File: src/rtl/seg_scan_pkg.sv
// seg_scan_pkg: shared sizes, glyph patterns and frame type for the seven-segment scan driver
package seg_scan_pkg;
    localparam int NUM_TUBES = 8;
    localparam int CODE_W = 4;
    localparam int IDX_W = 3;
    localparam logic [7:0] SEG_0 = 8'hFC;
    localparam logic [7:0] SEG_1 = 8'h60;
    localparam logic [7:0] SEG_2 = 8'hDA;
    localparam logic [7:0] SEG_3 = 8'hF2;
    localparam logic [7:0] SEG_4 = 8'h66;
    localparam logic [7:0] SEG_5 = 8'hB6;
    localparam logic [7:0] SEG_6 = 8'hBE;
    localparam logic [7:0] SEG_7 = 8'hE0;
    localparam logic [7:0] SEG_8 = 8'hFE;
    localparam logic [7:0] SEG_9 = 8'hF6;
    localparam logic [7:0] SEG_A = 8'hEE;
    localparam logic [7:0] SEG_B = 8'h3E;
    localparam logic [7:0] SEG_C = 8'h9C;
    localparam logic [7:0] SEG_D = 8'h7A;
    localparam logic [7:0] SEG_E = 8'h9E;
    localparam logic [7:0] SEG_F = 8'h8E;
    typedef struct packed {
        logic [NUM_TUBES*CODE_W-1:0] data;
        logic [NUM_TUBES-1:0]        blank;
        logic [NUM_TUBES-1:0]        blink;
        logic [NUM_TUBES-1:0]        dp;
    } frame_t;
    localparam frame_t FRAME_RESET = '{data: '0, blank: '1, blink: '0, dp: '0};
endpackage

File: src/rtl/seg_glyph_decoder.sv
// seg_glyph_decoder: 4-bit glyph code to {a..g,dp} segment pattern, dp left clear
module seg_glyph_decoder
    import seg_scan_pkg::*;
(
    input  logic [CODE_W-1:0] code,
    output logic [7:0]        seg
);
    // Hex glyph lookup
    always_comb begin
        case (code)
            4'h0: seg = SEG_0;
            4'h1: seg = SEG_1;
            4'h2: seg = SEG_2;
            4'h3: seg = SEG_3;
            4'h4: seg = SEG_4;
            4'h5: seg = SEG_5;
            4'h6: seg = SEG_6;
            4'h7: seg = SEG_7;
            4'h8: seg = SEG_8;
            4'h9: seg = SEG_9;
            4'hA: seg = SEG_A;
            4'hB: seg = SEG_B;
            4'hC: seg = SEG_C;
            4'hD: seg = SEG_D;
            4'hE: seg = SEG_E;
            default: seg = SEG_F;
        endcase
    end
endmodule

File: src/rtl/seg_scan_driver.sv
// seg_scan_driver: double-buffered eight-tube scan driver; blinking built only with SEG_SCAN_BLINK_EN
module seg_scan_driver
    import seg_scan_pkg::*;
#(
    parameter int CLK_HZ   = 100_000_000,
    parameter int SCAN_HZ  = 1000,
    parameter int BLINK_HZ = 2
) (
    input  logic        clk,
    input  logic        rst,
    input  logic        enable,
    input  logic [31:0] frame_data,
    input  logic [7:0]  blank_mask,
    input  logic [7:0]  blink_mask,
    input  logic [7:0]  dp_mask,
    input  logic        frame_valid,
    output logic        frame_ready,
    output logic        frame_done,
    output logic [7:0]  digit1,
    output logic [7:0]  digit2,
    output logic [7:0]  tube_sel
);
    localparam int SCAN_DIV = CLK_HZ / SCAN_HZ;
    localparam int SCAN_W = $clog2(SCAN_DIV);

    logic [SCAN_W-1:0] scan_cnt;
    logic [IDX_W-1:0]  idx, idx_n;
    frame_t            shadow, active, active_n, offered;
    logic              shadow_full, shadow_full_n;
    logic              tick, boundary, accept, blink_ph_n, dark;
    logic [7:0]        blink_in, glyph, seg;

    assign tick = scan_cnt == SCAN_W'(SCAN_DIV - 1);
    assign boundary = tick && idx == IDX_W'(NUM_TUBES - 1);
    assign accept = frame_valid && frame_ready;
    assign idx_n = tick ? idx + 1'b1 : idx;
    assign active_n = boundary && shadow_full ? shadow : active;
    assign shadow_full_n = accept ? 1'b1 : boundary ? 1'b0 : shadow_full;
    assign offered = '{data: frame_data, blank: blank_mask, blink: blink_in, dp: dp_mask};

`ifdef SEG_SCAN_BLINK_EN
    localparam int BLINK_HALF = CLK_HZ / (2 * BLINK_HZ);
    localparam int BLINK_W = $clog2(BLINK_HALF + 1);
    logic [BLINK_W-1:0] blink_cnt;
    logic               blink_ph, blink_wrap;
    assign blink_wrap = blink_cnt == BLINK_W'(BLINK_HALF - 1);
    assign blink_ph_n = blink_wrap ? !blink_ph : blink_ph;
    assign blink_in = blink_mask;
    // Free-running blink phase, toggled every half-period
    always_ff @(posedge clk) begin
        if (rst) begin
            blink_cnt <= '0;
            blink_ph  <= 1'b0;
        end else begin
            blink_cnt <= blink_wrap ? '0 : blink_cnt + 1'b1;
            blink_ph  <= blink_ph_n;
        end
    end
`else
    logic unused_blink;
    assign unused_blink = ^blink_mask;
    assign blink_ph_n = 1'b0;
    assign blink_in = '0;
`endif

    seg_glyph_decoder u_dec (
        .code (active_n.data[idx_n*CODE_W +: CODE_W]),
        .seg  (glyph)
    );

    assign dark = active_n.blank[idx_n] || (blink_ph_n && active_n.blink[idx_n]);
    assign seg = dark ? 8'h00 : glyph | {7'b0, active_n.dp[idx_n]};

    // Scan position, shadow load on handshake, promotion at the frame boundary
    always_ff @(posedge clk) begin
        if (rst) begin
            scan_cnt    <= '0;
            idx         <= '0;
            shadow      <= FRAME_RESET;
            shadow_full <= 1'b0;
            active      <= FRAME_RESET;
        end else begin
            scan_cnt    <= tick ? '0 : scan_cnt + 1'b1;
            idx         <= idx_n;
            shadow      <= accept ? offered : shadow;
            shadow_full <= shadow_full_n;
            active      <= active_n;
        end
    end

    // Outputs registered from next-state values so the promoted frame shows on the boundary edge
    always_ff @(posedge clk) begin
        if (rst) begin
            frame_ready <= 1'b0;
            frame_done  <= 1'b0;
            tube_sel    <= '0;
            digit1      <= '0;
            digit2      <= '0;
        end else begin
            frame_ready <= !shadow_full_n;
            frame_done  <= boundary;
            tube_sel    <= enable ? 8'b1 << idx_n : 8'h00;
            digit1      <= enable && idx_n[2] ? seg : 8'h00;
            digit2      <= enable && !idx_n[2] ? seg : 8'h00;
        end
    end
endmodule

File: config.mk
export PLATFORM = sky130hd
export DESIGN_NAME = seg_scan_driver
export DESIGN_NICKNAME = d
export VERILOG_FILES = /design/src/rtl/seg_scan_pkg.sv /design/src/rtl/seg_glyph_decoder.sv /design/src/rtl/seg_scan_driver.sv
export SDC_FILE = /design/constraint.sdc
export NUM_CORES = 1
export LEC_CHECK = 0
export ABC_AREA = 1
export CAP_MARGIN = 25
export CORE_MARGIN = 2
export CORE_UTILIZATION = 52
export CTS_BUF_LIST = sky130_fd_sc_hd__clkbuf_2
export CTS_CLUSTER_SIZE = 20
export DETAILED_ROUTE_END_ITERATION = 10
export PLACE_DENSITY = 0.82
export SETUP_SLACK_MARGIN = 0.02
export SLEW_MARGIN = 0
export SYNTH_ARGS = -nofsm -noshare
export SYNTH_HDL_FRONTEND = slang
export SYNTH_HIERARCHICAL = 1
export SYNTH_SLANG_ARGS = --single-unit
File: constraint.sdc
create_clock -name clk -period 6.24 [get_ports clk]
set_input_delay 0.624 -clock clk [delete_from_list [all_inputs] [get_ports clk]]
set_output_delay 0.624 -clock clk [all_outputs]
set_load 0.05 [all_outputs]
# After elaboration in Yosys (flattened, before gate mapping)
# Memory sizes are Yosys's and may differ from the RTL's.
# Index checks and enable logic that the tools add are counted.
[op_classes] addsub=2 order_cmp=1 n_eq_ne=2 n_shift=2 mux=9 bitwise=4 n_reduce_logical=11
[op_table] cell="$mux 56" n=1
[op_table] cell="$shiftx 32x6->4" n=1
[op_table] cell="$add 17x1->17 const B" n=1
[op_table] cell="$eq 17x17->1 const B" n=1
[op_table] cell="$mux 8" n=1
[op_table] cell="$or 8x1->8" n=1
[op_table] cell="$reduce_or 2->1" n=4
[op_table] cell="$shl 1x3->8 const A" n=1
[op_table] cell="$bmux 1 s3" n=2
[op_table] cell="$logic_and 1x1->1" n=5
[op_table] cell="$lt 3x4->1 const B" n=1
[op_table] cell="$mux 1" n=4
[op_table] cell="$add 3x1->3 const B" n=1
[op_table] cell="$eq 3x3->1 const B" n=1
[op_table] cell="$mux 3" n=1
[op_table] cell="$not 1->1" n=3
[op_table] cell="$logic_not 1->1" n=2
[word_totals] reg_bits=143 rom_bits=112 in_bits=60 out_inout_bits=26 elab_cells=46 memories=1
[memory_table] name="(name not given)" depth=16 word_bits=7 rd=1 rd_ports_with_merged_regs=0 write_ports=0 line="seg_glyph_decoder.sv:10" text="case (code)"

# Logic depth before layout (Yosys ltp)
# Gate-level depths: netlist (run 1).
[logic_depth] ltp_word=8 depth_mapped=22 ltp_nobuf=21

# Cells and area by module
# The synthesis (run 1) kept the hierarchy.
[by_module_without_submodules] module="seg_scan_driver" instances=1 cells_per_inst=754 area_each_um2=5671.7 seq_area_each_um2=2862.7
[by_module_without_submodules] module="seg_glyph_decoder" instances=1 cells_per_inst=56 area_each_um2=296.5 seq_area_each_um2=0.0

# Worst setup path before layout (run 1)
# OpenSTA, ideal clock, no wires.
[synth_path] path_kind="register -> register" from="register idx[0]" to="register digit2[4]" setup_ns=0.128 t_arrival_ns=2.688 required_time_ns=6.112 slack_ns=3.424 stages_incl_launch_ff=21 n_path_buf=2 synth_period_minus_slack_ns=2.816 path_cell_list="dfxtp_1 ha_1 ha_1 clkbuf_1 nand4_4 clkinv_1 buf_2 nand2_1 nand2_1 nand2_1 nand3_1 nor3_1 nor2_1 inv_1 ha_1 nand2_2 o21ai_1 nand2_1 nand2_1 nand2_2 nor2_1"
[synth_between] elab_chain_cells=8 elab_cells_between_ends=16 classes_between="add/sub (1); eq/ne (1); shift (1); mux (5); bitwise (2); reduce/logical (5); memory (1)"
[synth_rtl] item="start: declaration" line="seg_scan_driver.sv:27" text="logic [IDX_W-1:0] idx, idx_n;"
[synth_rtl] item="start signal: assignment" line="seg_scan_driver.sv:84" text="idx <= idx_n;"
[synth_rtl] item="branches (longest 4 deep; another with $add 3x1->3)"
[synth_rtl] item="$shiftx 32x6->4 *" line="seg_scan_driver.sv:67" text=".code (active_n.data[idx_n*CODE_W +: CODE_W]),"
[synth_rtl] item="$mem_v2 16x7 *"
[synth_rtl] item="named net glyph[4]" line="seg_scan_driver.sv:31" text="logic [7:0] blink_in, glyph, seg;"
[synth_rtl] item="$or 8x1->8 *" line="seg_scan_driver.sv:72" text="assign seg = dark ? 8'h00 : glyph | {7'b0, active_n.dp[idx_n]};"
[synth_rtl] item="$mux 8 *" line="seg_scan_driver.sv:72"
[synth_rtl] item="end signal: assignment" line="seg_scan_driver.sv:104" text="digit2 <= enable && !idx_n[2] ? seg : 8'h00;"
[synth_rtl] item="end: declaration" line="seg_scan_driver.sv:20" text="output logic [7:0] digit2,"
# Mark *: on every way through the listed nets, which the timed path passes. The select of a mux whose other input is x is not followed.
# A chain may end at the register's enable or synchronous reset.

# Worst setup path in the final report (run 1)
# Same ends and word-level chain as after synthesis.

==> results of run 1 <==
-- final cells by class --
cell class	instances	area, um2	area share (%)
clock buffers	17	85.1	1.22
well taps	143	179	2.56
repair buffers	82	828	11.8
flip-flops and latches	143	2860	40.9
clock inverters	15	126	1.81
multi-input cells	584	2740	39.2
diodes	1	2.50	0.0358
inverters	44	169	2.42
-- sequential cells by signal (all words and copies together) (netlist names) --
signal	cells
shadow	48
digit2	8
frame_done	1
frame_ready	1
active	48
tube_sel	8
scan_cnt	17
digit1	8
idx	3
shadow_full	1
-- kinds of logic after synthesis --
logic type | Yosys count | share of synthesized area, %
and+or+nand+nor | 449 | 32.4
DFF | 143 | 48.0
AOI/OAI and AO/OA | 118 | 10.4
buffers and inverters | 83 | 6.14
adders and majority gates | 10 | 2.10
xor gates and xnor gates | 4 | 0.587
muxes | 2 | 0.335
other | 1 | 0.0628
-- worst max path at each step --
stage	to	depth (start not counted)
6_report	digit2[4]$_SDFF_PP0_	20
5_1_grt	digit1[4]$_SDFF_PP0_	20
4_1_cts	digit2[4]$_SDFF_PP0_	19
3_5_place_dp	digit2[4]$_SDFF_PP0_	19
3_3_place_gp	digit2[4]$_SDFF_PP0_	19
2_1_floorplan	digit2[4]$_SDFF_PP0_	20
-- synth_stat cells, drive strengths merged, types with 3 or more instances --
master | number | area (um2)
clkbuf | 24 | 90.1
nand3 | 35 | 200
nor2 | 145 | 602
nand2 | 242 | 953
or2 | 3 | 18.8
o21ai | 55 | 287
buf | 15 | 108
dfxtp | 143 | 2860
ha | 10 | 125
a21oi | 56 | 280
nand4 | 11 | 83.8
nor3 | 9 | 50.1
o211ai | 3 | 22.5
inv | 42 | 160
-- worst reg2reg max path, delay by kind of cell, from the launching register on --
kind / cells / cell delay [ns]
adder cells (fa/ha/maj): 3 / 0.79
buffers and inverters: 4 / 1.31
flip-flops: 1 / 0.39
AND/OR/NAND/NOR: 11 / 0.95
AO/OA/AOI/OAI: 2 / 0.31
-- metrics by stage --
step	util, %	area, um2
after global placement	59.6	6750
after floorplan	-	5970
final	61.8	6990
after detailed placement	59.6	6750
after global routing	61.8	6990
after CTS	61.5	6960
-- power groups by stage --
stage	combinational [mW]	sequential (mW)	clock (mW)
final	0.101	0.956	0.482
after global routing	0.117	0.960	0.539
after CTS	0.103	0.956	0.495
after detailed placement	0.103	0.974	0
after global placement	0.101	0.973	0
after floorplan	0.0556	0.972	0
-- metal layers --
metal  share of wire (%)  wire length (um)
met5                   0                 0
met4                 1.2               142
met3                 4.8               584
met2                  47              5710
met1                  48              5840
==> results.cfg, run 1 <==
[yosys]
syn_area_um2 = 5970
synth.distinct_cells = 40
synth-async-reset-ratio_pct = 0
synthFlopType = dfxtp_1
netlist_instances = 810
synth_seq_cells = 143
synth_seq_area_share_pct = 48.0
synth.avg_cell_area_um2 = 7.37
syn_nets = 880
yosys_warnings = 6
synth_edf_count = 0

[critical_path]
critPathMaxStageDelay_ns = 0.47
worstSetupPathType = reg2reg
worstPathCellList = ha_1 > ha_1 > nand4_4 > buf_4 > clkinv_1 > buf_16 > nand2_1 > nand2_1 > nand2_1 > nand2_1 > o31ai_1 > nand2_1 > inv_1 > ha_1 > nand2_2 > o21ai_1 > nand2_1 > nand2_1 > nand2_2 > nor2_1
cp-start-kind = flop
cp-startpoint = idx[0]$_SDFF_PP0_
crit_buf_inv = 4
end_kind = flop
path_common_cell = nand2_1
cpMaxStageDelayCell = buf_4
timing.rr.end = digit2[4]$_SDFF_PP0_
critPathTopFamily = buffers and inverters
rrSetupSlack_ns = 2.44
required_ns = 6.84
critPathMaxFanout = 53
rr_worst_depth = 20
crit_arrival_ns = 4.40
r2r-start = idx[0]$_SDFF_PP0_

[timing]
fmax_mhz = 263
fin_setup_tns_ns = 0
layout_setup_ws_ns = 2.44
whs_ns = 0.462
fin_crit_sh_pct = 60.9
rsz0062_at_grt = no
fin_worst_skew_ns = 0.0214
finalSetupViolCount = 0
report.final.slew_viol_count = 0
worst-slew-pin-transition_ns = 0.817
hold_viol = 0
fin_crit_ns = 3.80
max_slew_margin_pct = 45.5

[pwr]
power_mw = 1.54
p_per_area_nw_per_um2 = 220
p_int_mw = 1.11
switching_share_pct = 28.0
pwr-share-comb_pct = 6.6
p_sw_mw = 0.432
peakVddDrop_mv = 0.118
clockPowerShare_pct = 31.3
sequentialPowerShare_pct = 62.1
p_leak_nw = 2.89

[drt]
drt_iter0_drc = 361
drc_errors = 0
drt_wl_total_um = 12300
vias = 5205
detailedRoute.firstPassIterationCount = 8
drtAntennaViolNets = 0
routedWlPerCell_um = 11.9
avgViaCountPerCell = 5.06

[job]
drv_cap = 0

[place]
gp_congestion = 0.803
dp.cells = 995
post-dp-hpwl_um = 8510
portBuffers = 77
place_ws_ns = 1.95

[floorplanning]
rows = 39
ios = 86
dieWidth_um = 111
chipHeight_um = 111
core_area_um2 = 11300
die_area_um2 = 12300
start_util_pct = 52.7

[final_layout]
drive_above_1_share_pct = 9.38
num-nets-final = 942
mostFrequentLayoutCells = nand2_1 (226), dfxtp_1 (143), nor2_1 (134), clkdlybuf4s50_1 (77), a21oi_1 (56)
syn_to_final_growth_pct = 17.1
fillCellCount = 1055
layout_commonest_cell = nand2_1
final_cells = 1029

[min_path]
hold_end = scan_cnt[0]$_SDFF_PP0_
hold_path_startpoint = scan_cnt[0]$_SDFF_PP0_
hold_path_class = reg2reg
holdPathStages = 1

[global_route]
grt-ovfl-total = 0
grt_max_degree = 58
grtUsageMet3_pct = 4.70
grt_pass1_vias = 4824
met2_usage_pct = 34.2
grt_antenna_before_repair = 1
grt_pass1_wl_um = 21100
grt_use_met1_pct = 27.3
grt_use_total_pct = 20.6
grt_busiest_layer = met2

[cts]
htreeDepth = 4
cts_setup_buffers = 0
clockBufferDepth = 2
tritoncts = built
clock_sinks = 143
clkTransAtPathRegs_ns = 0.22
cts_hold_buffers = 0
cts_resized = 0
cts_root_buffer = clkbuf_2
cts_buffers = 17
clock_latency_ns = 0.68

[status]
status = finished clean
Note: power is estimated with default switching activity, not from simulation.
==> inputs of run 2 (changes only) <==
--- a/config.mk
+++ b/config.mk
@@ -8,11 +8,11 @@
 export ABC_AREA = 1
 export CAP_MARGIN = 25
 export CORE_MARGIN = 2
-export CORE_UTILIZATION = 52
+export CORE_UTILIZATION = 51
 export CTS_BUF_LIST = sky130_fd_sc_hd__clkbuf_2
 export CTS_CLUSTER_SIZE = 20
 export DETAILED_ROUTE_END_ITERATION = 10
-export PLACE_DENSITY = 0.82
+export PLACE_DENSITY = 0.83
 export SETUP_SLACK_MARGIN = 0.02
 export SLEW_MARGIN = 0
 export SYNTH_ARGS = -nofsm -noshare
==> constraint.sdc (replaced) <==
create_clock -name clk -period 3.4 [get_ports clk]
set_input_delay 0.34 -clock clk [delete_from_list [all_inputs] [get_ports clk]]
set_output_delay 0.34 -clock clk [all_outputs]
set_load 0.05 [all_outputs]
==> results.cfg, run 2 (same netlist as run 1, synthesis figures left out) <==
[floorplanning]
start_util_pct = 52.3
ios = 86
rows = 39
dieWidth_um = 112
chipHeight_um = 112
core_area_um2 = 11400
die_area_um2 = 12600

[final_layout]
reg_top3 = active x48, shadow x48, scan_cnt x17
num-nets-final = 950
antenna_cells = 0
final_area_um2 = 7090
drive_above_1_share_pct = 10.3
layout_commonest_cell = nand2_1
mostFrequentLayoutCells = nand2_1 (226), dfxtp_1 (143), nor2_1 (134), clkdlybuf4s50_1 (77), a21oi_1 (56)
syn_to_final_growth_pct = 18.8

[critical_path]
critPathMaxFanout = 35
path_common_cell = nand2_1
end_kind = flop
cp-start-kind = flop
crit_arrival_ns = 3.71
required_ns = 4.08
worstPathCellList = ha_1 > nand3_2 > nor3_4 > nand4_4 > clkinv_1 > buf_12 > nand2_1 > nand2_1 > inv_1 > o21ai_0 > o21ai_1 > nand2_1 > inv_1 > ha_1 > nand2_2 > o21ai_1 > nand2_1 > nand2_1 > nand2_2 > nor2_1
cpMaxStageDelayCell = dfxtp_1
crit_buf_inv = 4
critPathMaxStageDelay_ns = 0.39
worstSetupPathType = reg2reg
critPathTopFamily = simple AND/OR/NAND/NOR gates

[place]
portBuffers = 77
place_ws_ns = 0.221
gp_congestion = 0.853
post-dp-hpwl_um = 8770
placed_area_um2 = 6830

[cts]
clock_latency_ns = 0.72
clkTransAtPathRegs_ns = 0.23
cts_root_buffer = clkbuf_2
tritoncts = built
htreeDepth = 4
clock_sinks = 143
clockBufferDepth = 2
cts_buffers = 17
cts_hold_buffers = 0

[drt]
vias = 5234
drtAntennaViolNets = 0
drc_errors = 0
routedWlPerCell_um = 12.2
avgViaCountPerCell = 5.05
detailedRoute.firstPassIterationCount = 5
drt_wl_total_um = 12700
drt_iter0_drc = 369

[timing]
whs_ns = 0.160
fin_crit_sh_pct = 89.0
fmax_mhz = 330
finalSetupViolCount = 0
worst-slew-pin-transition_ns = 0.844
report.final.slew_viol_count = 0
fin_worst_skew_ns = 0.0283
rsz0062_at_grt = no
max_slew_margin_pct = 43.7
layout_setup_ws_ns = 0.373
fin_crit_ns = 3.03
hold_viol = 0
fin_setup_tns_ns = 0

[global_route]
grt_pass1_vias = 4882
grt_max_degree = 51
grt_pass1_wl_um = 21500
grt_use_total_pct = 20.8
grt-ovfl-total = 0
grt_antenna_before_repair = 0

[pwr]
power_mw = 2.91
peakVddDrop_mv = 0.190
p_leak_nw = 2.95
p_per_area_nw_per_um2 = 411

[status]
status = finished clean

[min_path]
hold_path_class = in2reg

[job]
drv_cap = 0
run 2: what timing repair did:
action	4_1_cts	5_1_grt
setup endpoints to repair	0	14
buffers inserted	0	2
endpoints found under the hold margin	0	0
gates resized for setup	0	2
run 2: worst paths after layout:
| path | startpoint | endpoint | slack [ns] | cells past startpoint |
|---|---|---|---|---|
| min reg2reg | scan_cnt[0]$_SDFF_PP0_ | scan_cnt[0]$_SDFF_PP0_ | 0.46 | 1 |
| min | blank_mask[3] | shadow[19]$_SDFFE_PP1P_ | 0.16 | 3 |
| max reg2reg | scan_cnt[0]$_SDFF_PP0_ | digit2[4]$_SDFF_PP0_ | 0.37 | 20 |
| max | scan_cnt[0]$_SDFF_PP0_ | digit2[4]$_SDFF_PP0_ | 0.37 | 20 |
run 2: through the flow:
stage	cells	utilization, %
after floorplan	810	-
after global placement	1002	59.8
after detailed placement	1002	59.8
after CTS	1034	61.9
after global routing	1036	62.1
final	1036	62.1
run 2: routing by layer:
layer	global-route usage [%]	share of wire (%)	vias up
li1	-	-	2732
met1	26.9	47	2340
met2	34.5	47	141
met3	4.43	5.1	21
met4	7.40	1.7	0
met5	0	0	-
run 2: where the power goes:
group	switching [mW]	internal, mW	leakage (nW)	total [mW]
Combinational	0.0952	0.0914	1.65	0.187
Sequential	0.0280	1.73	1.16	1.75
Clock	0.678	0.293	0.139	0.970
run 2: worst reg2reg max path, stage by stage, from the launching register on:
cell,delay (ns)
dfxtp_1,0.39
ha_1,0.20
nand3_2,0.15
nor3_4,0.28
nand4_4,0.16
clkinv_1,0.11
buf_12,0.19
nand2_1,0.09
nand2_1,0.06
inv_1,0.05
o21ai_0,0.21
o21ai_1,0.11
nand2_1,0.18
inv_1,0.12
ha_1,0.30
nand2_2,0.05
o21ai_1,0.08
nand2_1,0.06
nand2_1,0.08
nand2_2,0.06
nor2_1,0.08
run 2: final cells by class:
class | count | area [um2]
multi-input cells | 584 | 2750
inverters | 44 | 169
repair buffers | 90 | 893
well taps | 143 | 179
clock inverters | 15 | 155
clock buffers | 17 | 85.1
fillers | 1053 | 4330
flip-flops and latches | 143 | 2860
